--- src/rtl/ysyx_22040759_pc_fetch_ctrl.sv ---
// ysyx_22040759_pc_fetch_ctrl
// Holds the architectural PC and fetches one instruction at a time over a
// valid/ready instruction bus. It captures the returned word for decode and
// loads the next PC (computed upstream) when the instruction commits.
//
// Ports:
//   clk, rst                       clock, asynchronous active-high reset
//   imem_req_valid/ready/addr      fetch request channel (addr is always pc)
//   imem_rsp_valid/data            fetch response channel
//   inst_valid, inst, inst_pc      captured instruction presented to decode
//   commit_valid, pc_new           retire strobe and next PC from select logic
//   pc                             architectural PC
//   misalign_err                   sticky: a committed pc_new had pc_new[1:0] != 0
//   fetch_timeout                  sticky: a fetch got no response in time
//
// Optional feature macro: YSYX_22040759_FETCH_TIMEOUT_EN
//   Defined   -> WAIT gives up after TIMEOUT_CYC cycles, sets fetch_timeout
//                and reissues the fetch at the same pc.
//   Undefined -> WAIT lasts indefinitely, fetch_timeout is tied low.
//
// state | meaning
// ------+-----------------------------------------------------------
// REQ   | request valid, waiting for memory to accept it
// WAIT  | request accepted, waiting for response data
// EXEC  | instruction held for decode, waiting for commit
module ysyx_22040759_pc_fetch_ctrl #(
   parameter logic [31:0] RESET_PC    = 32'h8000_0000,
   parameter int          TIMEOUT_CYC = 256
) (
   input  logic        clk,
   input  logic        rst,
   output logic        imem_req_valid,
   input  logic        imem_req_ready,
   output logic [31:0] imem_req_addr,
   input  logic        imem_rsp_valid,
   input  logic [31:0] imem_rsp_data,
   output logic        inst_valid,
   output logic [31:0] inst,
   output logic [31:0] inst_pc,
   input  logic        commit_valid,
   input  logic [31:0] pc_new,
   output logic [31:0] pc,
   output logic        misalign_err,
   output logic        fetch_timeout
);

   typedef enum logic [1:0] {
      ST_REQ  = 2'd0,
      ST_WAIT = 2'd1,
      ST_EXEC = 2'd2
   } state_t;

   state_t state;
   state_t state_nxt;
   logic   capture;
   logic   commit;
   logic   expire;

`ifdef YSYX_22040759_FETCH_TIMEOUT_EN
   localparam int            CW       = (TIMEOUT_CYC > 1) ? $clog2(TIMEOUT_CYC) : 1;
   localparam logic [CW-1:0] CNT_LAST = CW'(TIMEOUT_CYC - 1);

   logic [CW-1:0] wait_cnt;
   logic          timeout_q;

   // A response in the expiry cycle wins, so expiry requires no response.
   assign expire = (state == ST_WAIT) && !imem_rsp_valid && (wait_cnt == CNT_LAST);

   always_ff @(posedge clk or posedge rst) begin
      if (rst) begin
         wait_cnt  <= '0;
         timeout_q <= 1'b0;
      end else begin
         if (state == ST_REQ && imem_req_ready) begin
            wait_cnt <= '0;
         end else if (state == ST_WAIT) begin
            wait_cnt <= wait_cnt + 1'b1;
         end
         if (expire) begin
            timeout_q <= 1'b1;
         end
      end
   end

   assign fetch_timeout = timeout_q;
`else
   assign expire        = 1'b0;
   assign fetch_timeout = 1'b0;
`endif

   always_ff @(posedge clk or posedge rst) begin
      if (rst) begin
         state <= ST_REQ;
      end else begin
         state <= state_nxt;
      end
   end

   // Outputs decode from state only, so they are valid during reset too.
   always_comb begin
      state_nxt      = ST_REQ;
      imem_req_valid = 1'b0;
      inst_valid     = 1'b0;
      capture        = 1'b0;
      commit         = 1'b0;
      case (state)
         ST_REQ: begin
            imem_req_valid = 1'b1;
            state_nxt      = imem_req_ready ? ST_WAIT : ST_REQ;
         end
         ST_WAIT: begin
            if (imem_rsp_valid) begin
               capture   = 1'b1;
               state_nxt = ST_EXEC;
            end else if (expire) begin
               state_nxt = ST_REQ;
            end else begin
               state_nxt = ST_WAIT;
            end
         end
         ST_EXEC: begin
            inst_valid = 1'b1;
            if (commit_valid) begin
               commit    = 1'b1;
               state_nxt = ST_REQ;
            end else begin
               state_nxt = ST_EXEC;
            end
         end
         default: state_nxt = ST_REQ;
      endcase
   end

   always_ff @(posedge clk or posedge rst) begin
      if (rst) begin
         pc           <= RESET_PC;
         inst         <= '0;
         inst_pc      <= '0;
         misalign_err <= 1'b0;
      end else begin
         if (capture) begin
            inst    <= imem_rsp_data;
            inst_pc <= pc;
         end
         if (commit) begin
            pc <= pc_new;
            if (pc_new[1:0] != 2'b00) begin
               misalign_err <= 1'b1;
            end
         end
      end
   end

   assign imem_req_addr = pc;

endmodule
--- config.mk ---
export PLATFORM = sky130hd
export DESIGN_NAME = ysyx_22040759_pc_fetch_ctrl
export DESIGN_NICKNAME = d
export VERILOG_FILES = /design/src/rtl/ysyx_22040759_pc_fetch_ctrl.sv
export SDC_FILE = /design/constraint.sdc
export NUM_CORES = 1
export LEC_CHECK = 0
export CAP_MARGIN = 5
export CELL_PAD_IN_SITES_DETAIL_PLACEMENT = 1
export CELL_PAD_IN_SITES_GLOBAL_PLACEMENT = 2
export CORE_ASPECT_RATIO = 0.5
export CORE_MARGIN = 2
export CORE_UTILIZATION = 27
export CTS_CLUSTER_SIZE = 25
export DETAILED_ROUTE_END_ITERATION = 6
export PLACE_DENSITY = 0.85
export SLEW_MARGIN = 20
export SYNTH_ARGS = -nofsm -noshare
export SYNTH_HDL_FRONTEND = slang
export SYNTH_SLANG_ARGS = --single-unit
--- constraint.sdc ---
create_clock -name clk -period 3.5 [get_ports clk]
set_input_delay 0.525 -clock clk [delete_from_list [all_inputs] [get_ports clk]]
set_output_delay 0.525 -clock clk [all_outputs]
set_load 0.01 [all_outputs]
After elaboration in Yosys (flattened, before gate mapping)

Index checks and enable logic that the tools add are counted.
W data, S select, Z words.

Register bits: 99
Bits in latches: 0
RAM bits: 0
ROM bits: 0
Input bits: 69
Output and inout port bits: 132
Word-level logic and storage cells: 20
Memories: 0

$add $sub $neg: 0
$mul: 0
Div/mod/pow operators: 0
Order comparisons: 0
Equality and inequality tests: 2
Shift-type cells: 0
Multiplexer cells: 10
Bitwise operators: 0
Reduce and logical (&&, ||, !) cells: 3

Operators with widths:

| operator             | count |
|---|---|
| $mux W1              | 7 |
| $pmux W2 S3          | 1 |
| $mux W2              | 2 |
| $eq A2 B1 Y1 const B | 1 |
| $eq A2 B2 Y1 const B | 1 |
| $logic_not A2 Y1     | 1 |
| $reduce_and A2 Y1    | 1 |
| $reduce_bool A2 Y1   | 1 |

Depth between registers and ports, before layout

Gate-level depths: netlist of run 1.

Word-level depth: 3
Depth in mapped cells: 4
Mapped depth without buffers: 2

Worst setup path before layout of run 1

No wires, ideal clock.

Kind: input to register
Start: input port imem_rsp_valid
End: register inst[0]
Library setup time: 0.125 ns
Data arrival time: 1.181 ns
Data required time: 3.375 ns
Setup slack: 2.194 ns
Stages: 4
Buffers on the path: 2
Cell sequence: nand3b_4 buf_8 buf_12 mux2_4

Longest elaborated chain between the ends: 2

RTL lines:

| what                 | RTL line | source |
|---|---|---|
| from (decl)          | 35       | `input logic imem_rsp_valid,` |
| $mux W1              | 112      | `if (imem_rsp_valid) begin` |
| $mux W1              | 106      | `case (state)` |
| to (signal assigned) | 142      | `inst <= imem_rsp_data;` |
| to (decl)            | 38       | `output logic [31:0] inst,` |

Every way passes these cells.
A chain may end at the register's enable or synchronous reset.

Final worst setup path of run 1

Start: register state[0]
End: output port inst_valid

Longest elaborated chain between the ends: 2

RTL lines:

| what                   | RTL line | source |
|---|---|---|
| from (decl)            | 53       | `state_t state;` |
| from (signal assigned) | 95       | `state <= state_nxt;` |
| $eq A2 B2 Y1           | 106      |  |
| $mux W1                | 106      |  |
| to (decl)              | 37       | `output logic inst_valid,` |

Every way passes these cells.

==> results of run 1 <==
-- kinds of logic (layout without fill, tap and decap cells) --
logic type	Yosys count	after routing	share of synthesized area, %
AO/OA/AOI/OAI	3	3	0.414
multiplexers	96	96	29.9
buffers and inverters	45	221	9.46
AND/OR/NAND/NOR	7	7	1.60
flip-flops	99	99	58.6
other	1	1	0.0886
-- worst max-delay path, cell delays in order (launching register included) --
cell	delay, ns
dfrtp_1	0.45
nand2b_1	0.19
inv_1	0.06
clkdlybuf4s50_1	0.56
-- power breakdown --
| part | internal (mW) | switching [mW] | leakage, nW |
|---|---|---|---|
| Clock | 0.595 | 0.431 | 0.148 |
| Combinational | 2.11 | 1.07 | 1.52 |
| Sequential | 1.74 | 0.441 | 1.18 |
| Total | 4.44 | 1.94 | 2.85 |
-- placed cells by master, fill, tap and decap left out, drive strengths merged --
cell,Yosys,routed
or2b,1,1
clkinv,0,1
dfstp,1,1
o21ai,1,1
clkinvlp,0,2
bufinv,0,1
inv,2,3
mux2,96,96
clkbuf,0,11
clkdlybuf4s50,0,199
nand2b,2,2
nand3b,2,2
o21bai,1,1
buf,43,4
a21oi,1,1
conb,1,1
dfrtp,98,98
nor2,2,2
-- sequential cells by signal, indices dropped and copies added, names as in the netlist --
name	cells
inst_pc	32
imem_req_addr	32
misalign_err	1
state	2
inst	32
-- cell type report --
type / instances / area (um^2)
flip-flops and latches: 99 / 2480
repair buffers: 203 / 2030
multi-input cells: 107 / 1350
clock buffers: 11 / 253
clock inverters: 5 / 58.8
inverters: 2 / 10.0
fillers: 1546 / 8930
well taps: 204 / 255
-- metrics by stage --
stage | worst slack, ns | instance area, um^2 | hold slack [ns]
final | 1.38 | 6440 | 0.505
after CTS | 1.36 | 6440 | 0.510
after global routing | 1.31 | 6440 | 0.514
after detailed placement | 1.25 | 6130 | 0.484
after floorplan | 0.386 | 4230 | 0.505
after global placement | 1.32 | 6130 | 0.470
-- metal layers --
layer | wire, um | vias up | global-route usage (%)
met5 | 0 | - | 0
met4 | 73 | 0 | 2.64
met3 | 476 | 6 | 3.85
met2 | 5940 | 65 | 24.1
met1 | 4130 | 1353 | 14.4
li1 | - | 1161 | -
-- worst max-delay path by stage --
| stage | from | slack, ns | end | cells after the start |
|---|---|---|---|---|
| after detailed placement | imem_rsp_valid | 1.25 | inst[25]$_DFFE_PP0P_ | 4 |
| after CTS | state[0]$_DFF_PP0_ | 1.36 | inst_valid | 3 |
| after global routing | state[0]$_DFF_PP0_ | 1.31 | inst_valid | 3 |
| after global placement | imem_rsp_valid | 1.32 | inst[28]$_DFFE_PP0P_ | 4 |
| after floorplan | rst | 0.39 | imem_req_addr[0]$_DFFE_PP0P_ | 1 |
| final | state[0]$_DFF_PP0_ | 1.38 | inst_valid | 3 |
==> metrics.md, run 1 <==
| Metric | Value |
|---|---|
| Outcome | completed |
| Syn Nets | 320 |
| Setup violators final | 0 |
| CP Data Arrival Time | 1.59 ns |
| Die X-Extent | 181 um |
| Vias in the first global route | 2906 |
| DR DRC count | 0 |
| Synth async-reset ratio | 100% |
| Crit Reg-Reg Endpoint | inst[25]$_DFFE_PP0P_ |
| Max IR drop VDD | 0.000390 V |
| Crit path kind | flip-flop to output port |
| DIE HEIGHT | 92.5 um |
| Initial antenna violation count | 0 |
| PortBufs | 199 |
| Primary FF master, synth | dfrtp_1 |
| Post-route ant nets | 0 |
| Antenna diodes | 0 |
| Post-CTS Setup Repair Bufs | 0 |
| Clock-pin slew of the registers on the worst-case setup and hold paths | 0.07 ns |
| Cells after synthesis | 251 |
| Pin count of the biggest net entering global routing | 56 |
| Dominant cell type by area after synthesis | dfrtp_1 |
| Util after Layout | 41.9% |
| Yosys cell types | 17 |
| Wire length per cell | 16.8 um |
| Yosys warnings | 0 |
| Total number of vias | 2585 |
| Worst setup EP type | output port |
| H-Tree Depth | 3 |
| Minimum clock period | 2.12 ns |
| Final Max Slew Viols | 0 |
| Hold Crit Endpoint | misalign_err$_DFFE_PP0P_ |
| Clk Tree Root Cell | clkbuf_16 |
| Core box area | 0.0154 mm^2 |
| GRT Overall Usage | 12.8% |
| Worst hold path class | flip-flop to flip-flop |
| Post-detail-place hpwl | 7860 um |
| Hold buffers post-CTS | 0 |
| Initial core utilization | 27.5% |
| Final cell count without fillers | 631 |
| NumNets Final | 491 |
| Cell count after placement | 615 |
| Fmax | 472 MHz |
| Slew of the pin with the lowest slew margin | 0.716 ns |
| R2R depth | 3 |
| Sequential area share after synthesis | 58.6% |
| TritonCTS Buffers | 9 |
| Clock Skew | 0.00799 ns |
| Die area | 0.0168 mm^2 |
| Clk buf depth | 2 |
| Post-route clock period utilization | 60.5% |
| DRT iter0 DRCs | 76 |
| Synth top cells by count | 98 x dfrtp_1, 49 x mux2_4, 45 x mux2_2, 37 x buf_4, 5 x buf_12 |
| First-pass GRT wire length | 16500 um |
| Clock latency on the worst-skew pair | 0.33 ns |
| P_leak | 2.85 nW |
| Max_cap viols | 0 |
| Reg-to-reg slack, setup | 1.75 ns |
| Crit-path max FO | 6 |
| RePlAce Congestion | 0.685 |
| Share of layout cells above drive strength 1 | 27.6% |
| FF-to-FF Start | state[1]$_DFF_PP0_ |
| #FFs+latches synth | 99 |
| Clk sinks | 99 |
| Pwr/cell area | 990 mW/mm^2 |
| Hold path startpoint | misalign_err$_DFFE_PP0P_ |
| CTS resizes | 0 |
| Fin Setup TNS | 0 ns |
| Area grow syn2layout | 52.2% |
| Synth Cell Area | 0.00423 mm^2 |
| Mean Syn Cell Area | 16.9 um^2 |
| Relative slew slack | 52.3% |
| Pre-Repair DR Iteration Count | 3 |
| Num ports | 201 |
| Post-synth top area share | 57.9% |
| RSZ-0062 raised after global routing | no |
| Routed WL | 10600 um |
| Synth top area cells | dfrtp_1 58%, mux2_4 17%, mux2_2 12% |
| Hold Path Depth | 1 |
| Count leader, synth | dfrtp_1 |
| Critical Path RT | 2.97 ns |
| Final number of hold-violating endpoints | 0 |
| Power Total | 6.38 mW |
| CTS tree | done |
| Post-synth EDFFs | 0 |
| Row count | 32 |
| CP Launch Type | flip-flop |
| Vias/cell | 4.10 |
| GRT Residual Overflow | 0 |
(Power assumes the default switching activity.)
==> run 2, diff against run 1 <==
--- a/config.mk
+++ b/config.mk
@@ -10,10 +10,10 @@
 export CELL_PAD_IN_SITES_GLOBAL_PLACEMENT = 2
 export CORE_ASPECT_RATIO = 0.5
 export CORE_MARGIN = 2
-export CORE_UTILIZATION = 27
+export CORE_UTILIZATION = 24
 export CTS_CLUSTER_SIZE = 25
 export DETAILED_ROUTE_END_ITERATION = 6
-export PLACE_DENSITY = 0.85
+export PLACE_DENSITY = 0.8
 export SLEW_MARGIN = 20
 export SYNTH_ARGS = -nofsm -noshare
 export SYNTH_HDL_FRONTEND = slang
==> constraint.sdc (replaced) <==
create_clock -name clk -period 1.85 [get_ports clk]
set_input_delay 0.2775 -clock clk [delete_from_list [all_inputs] [get_ports clk]]
set_output_delay 0.2775 -clock clk [all_outputs]
set_load 0.01 [all_outputs]
==> run 2 against run 1 <==
  * Cell count is 5.5% higher
  * Clock power increased by 68%
  * Combinational power increased by 91%
  * Wire length up 3.5%
  * Count of clock-buffer cells in the layout rose by 1
  * Die area increased by 12%
  * Total power increased by 87%
  * Global-route usage is 0.99 points lower
  * Hold slack got worse by 0.14 ns
  * Non-clock buffer count increased by 5
  * Largest power group unchanged
  * Highest routed layer unchanged
==> metrics.md, run 2 (synthesis gave the netlist of run 1 again) <==
| Metric | Value |
|---|---|
| Outcome | completed (unchanged) |
| Clock Skew | 0.00954 ns (was 0.00799 ns) |
| Final number of hold-violating endpoints | 0 (unchanged) |
| Row count | 34 (was 32) |
| Total number of vias | 2598 (was 2585) |
| Clk Tree Root Cell | clkbuf_16 (unchanged) |
| Fin Setup TNS | 0 ns (unchanged) |
| P_leak | 2.87 nW (was 2.85 nW) |
| Hold buffers post-CTS | 0 (unchanged) |
| Pin count of the biggest net entering global routing | 51 (was 56) |
| Minimum clock period | 1.77 ns |
| Max_cap viols | 0 (unchanged) |
| Reg-to-reg slack, setup | 0.44 ns (was 1.75 ns) |
| Antenna diodes | 0 (unchanged) |
| Clock latency on the worst-skew pair | 0.34 ns (was 0.33 ns) |
| Crit-path max FO | 6 (unchanged) |
| CP Launch Point | state[0]$_DFF_PP0_ (unchanged) |
| Area grow syn2layout | 54.1% (was 52.2%) |
| Wire length per cell | 16.5 um (was 16.8 um) |
| Crit path buf inv count | 1 (was 2) |
| PortBufs | 199 (unchanged) |
| Post-detail-place hpwl | 8360 um (was 7860 um) |
| Critical Path RT | 1.57 ns (was 2.97 ns) |
| Pwr/cell area | 1830 mW/mm^2 (was 990 mW/mm^2) |
| Die X-Extent | 192 um (was 181 um) |
| RePlAce Congestion | 0.695 (was 0.685) |
| Share of layout cells above drive strength 1 | 28.0% (was 27.6%) |
| Die area | 0.0188 mm^2 (was 0.0168 mm^2) |
| Setup violators final | 0 (unchanged) |
| Worst setup EP type | output port (unchanged) |
| GRT Residual Overflow | 0 (unchanged) |
| DRT iter0 DRCs | 50 (was 76) |
| TritonCTS Buffers | 9 (unchanged) |
| Crit-path leading delay family | buffers and inverters (unchanged) |
| Core box area | 0.0173 mm^2 (was 0.0154 mm^2) |
| Vias/cell | 3.90 (was 4.10) |
| CP peak stage delay | 0.57 ns (was 0.56 ns) |
| Slowest CP cell | clkdlybuf4s50_1 (unchanged) |
| CP Data Arrival Time | 1.49 ns (was 1.59 ns) |
| Post-route ant nets | 0 (unchanged) |
| Num ports | 201 (unchanged) |
| First-pass GRT wire length | 16800 um (was 16500 um) |
| Post-route clock period utilization | 95.5% |
| Util after Layout | 37.7% (was 41.9%) |
| Initial antenna violation count | 0 (unchanged) |
| NumNets Final | 496 (was 491) |
| Worst hold path class | input pin to async pin (was flip-flop to flip-flop) |
| Pre-Repair DR Iteration Count | 3 (unchanged) |
| Most used cells in the layout excluding fill and tap cells | 198 x clkdlybuf4s50_1, 97 x dfrtp_1, 49 x mux2_4 (was 199 x clkdlybuf4s50_1, 98 x dfrtp_1, 49 x mux2_4) |
| # fillers | 1815 (was 1546) |
| DIE HEIGHT | 97.9 um (was 92.5 um) |
| Power Total | 11.9 mW (was 6.38 mW) |
| Fmax | 566 MHz |
| Final Max Slew Viols | 0 (unchanged) |
| FF-to-FF Start | state[1]$_DFF_PP0_ (unchanged) |
| RSZ-0062 raised after global routing | no (unchanged) |
| Clock-pin slew of the registers on the worst-case setup and hold paths | 0.07 ns (about the same) |
| Max IR drop VDD | 0.000594 V (was 0.000390 V) |
| Most common cell after layout, fill and taps aside | clkdlybuf4s50_1 (unchanged) |
| Vias in the first global route | 2870 (was 2906) |
| H-Tree Depth | 3 (unchanged) |
| Initial core utilization | 24.4% (was 27.5%) |
| Clk buf depth | 2 (unchanged) |
| Crit path kind | flip-flop to output port (unchanged) |
| CTS tree | done (unchanged) |
| GRT Overall Usage | 11.8% (was 12.8%) |
| DR DRC count | 0 (unchanged) |
| Routed WL | 11000 um (was 10600 um) |
| Worst-path cell chain | nor2_1 -> clkdlybuf4s50_1 (was nand2b_1 -> inv_1 -> clkdlybuf4s50_1) |
| Clk sinks | 99 (unchanged) |
| CP Launch Type | flip-flop (unchanged) |
[run 2: report_power, final]
group          total, mW  leakage (nW)  switching [mW]  internal (mW)
sequential          4.13          1.18           0.844           3.28
clock               1.73         0.119           0.820          0.913
combinational       6.08          1.57            2.04           4.05
total               11.9          2.87            3.70           8.24
[run 2: layout make-up]
cell class              count  area (um^2)  share of cell area [%]
clock buffers              12          236                    3.63
repair buffers            208         2120                    32.5
well taps                 234          293                    4.49
inverters                   2         11.3                   0.173
flip-flops and latches     99         2480                    38.0
clock inverters             4         27.5                   0.422
multi-input cells         107         1350                    20.8
[run 2: per-stage QoR]
step,instances,instance area [um^2],setup WS [ns],hold WS [ns]
final,666,6520,0.0825,0.367
after global routing,666,6520,0.00121,0.379
after CTS,666,6520,0.0326,0.369
after detailed placement,650,6260,0.172,0.471
after global placement,650,6260,0.210,0.487
after floorplan,251,4240,0.398,0.385
[run 2: final timing paths]
check / to / cells after the start
max: imem_req_valid / 2
min in group clk: misalign_err$_DFFE_PP0P_ / 1
min reg2reg: misalign_err$_DFFE_PP0P_ / 1
min: inst_pc[14]$_DFFE_PP0P_ / 3
max in group asynchronous: imem_req_addr[31]$_DFFE_PP1P_ / 3
max reg2reg: inst[19]$_DFFE_PP0P_ / 3
[run 2: tightest hold or removal path, stage by stage]
cell	delay (ns)
clkdlybuf4s50_1	0.44
clkinvlp_4	0.11
buf_12	0.26
[run 2: per-layer routing]
layer  vias up  track usage [%]  part of all wire [%]  wire [um]
met5         -                0                     0          0
met4         0             2.72                   1.0        112
li1       1180                -                     -          -
met2        55             21.4                    55       6050
met3         9             3.20                   4.0        435
met1      1354             13.9                    40       4390
[run 2: repair_timing]
action,CTS,global route
gates resized for setup,2,0
buffers inserted,0,0
endpoints found under the setup margin,1,0
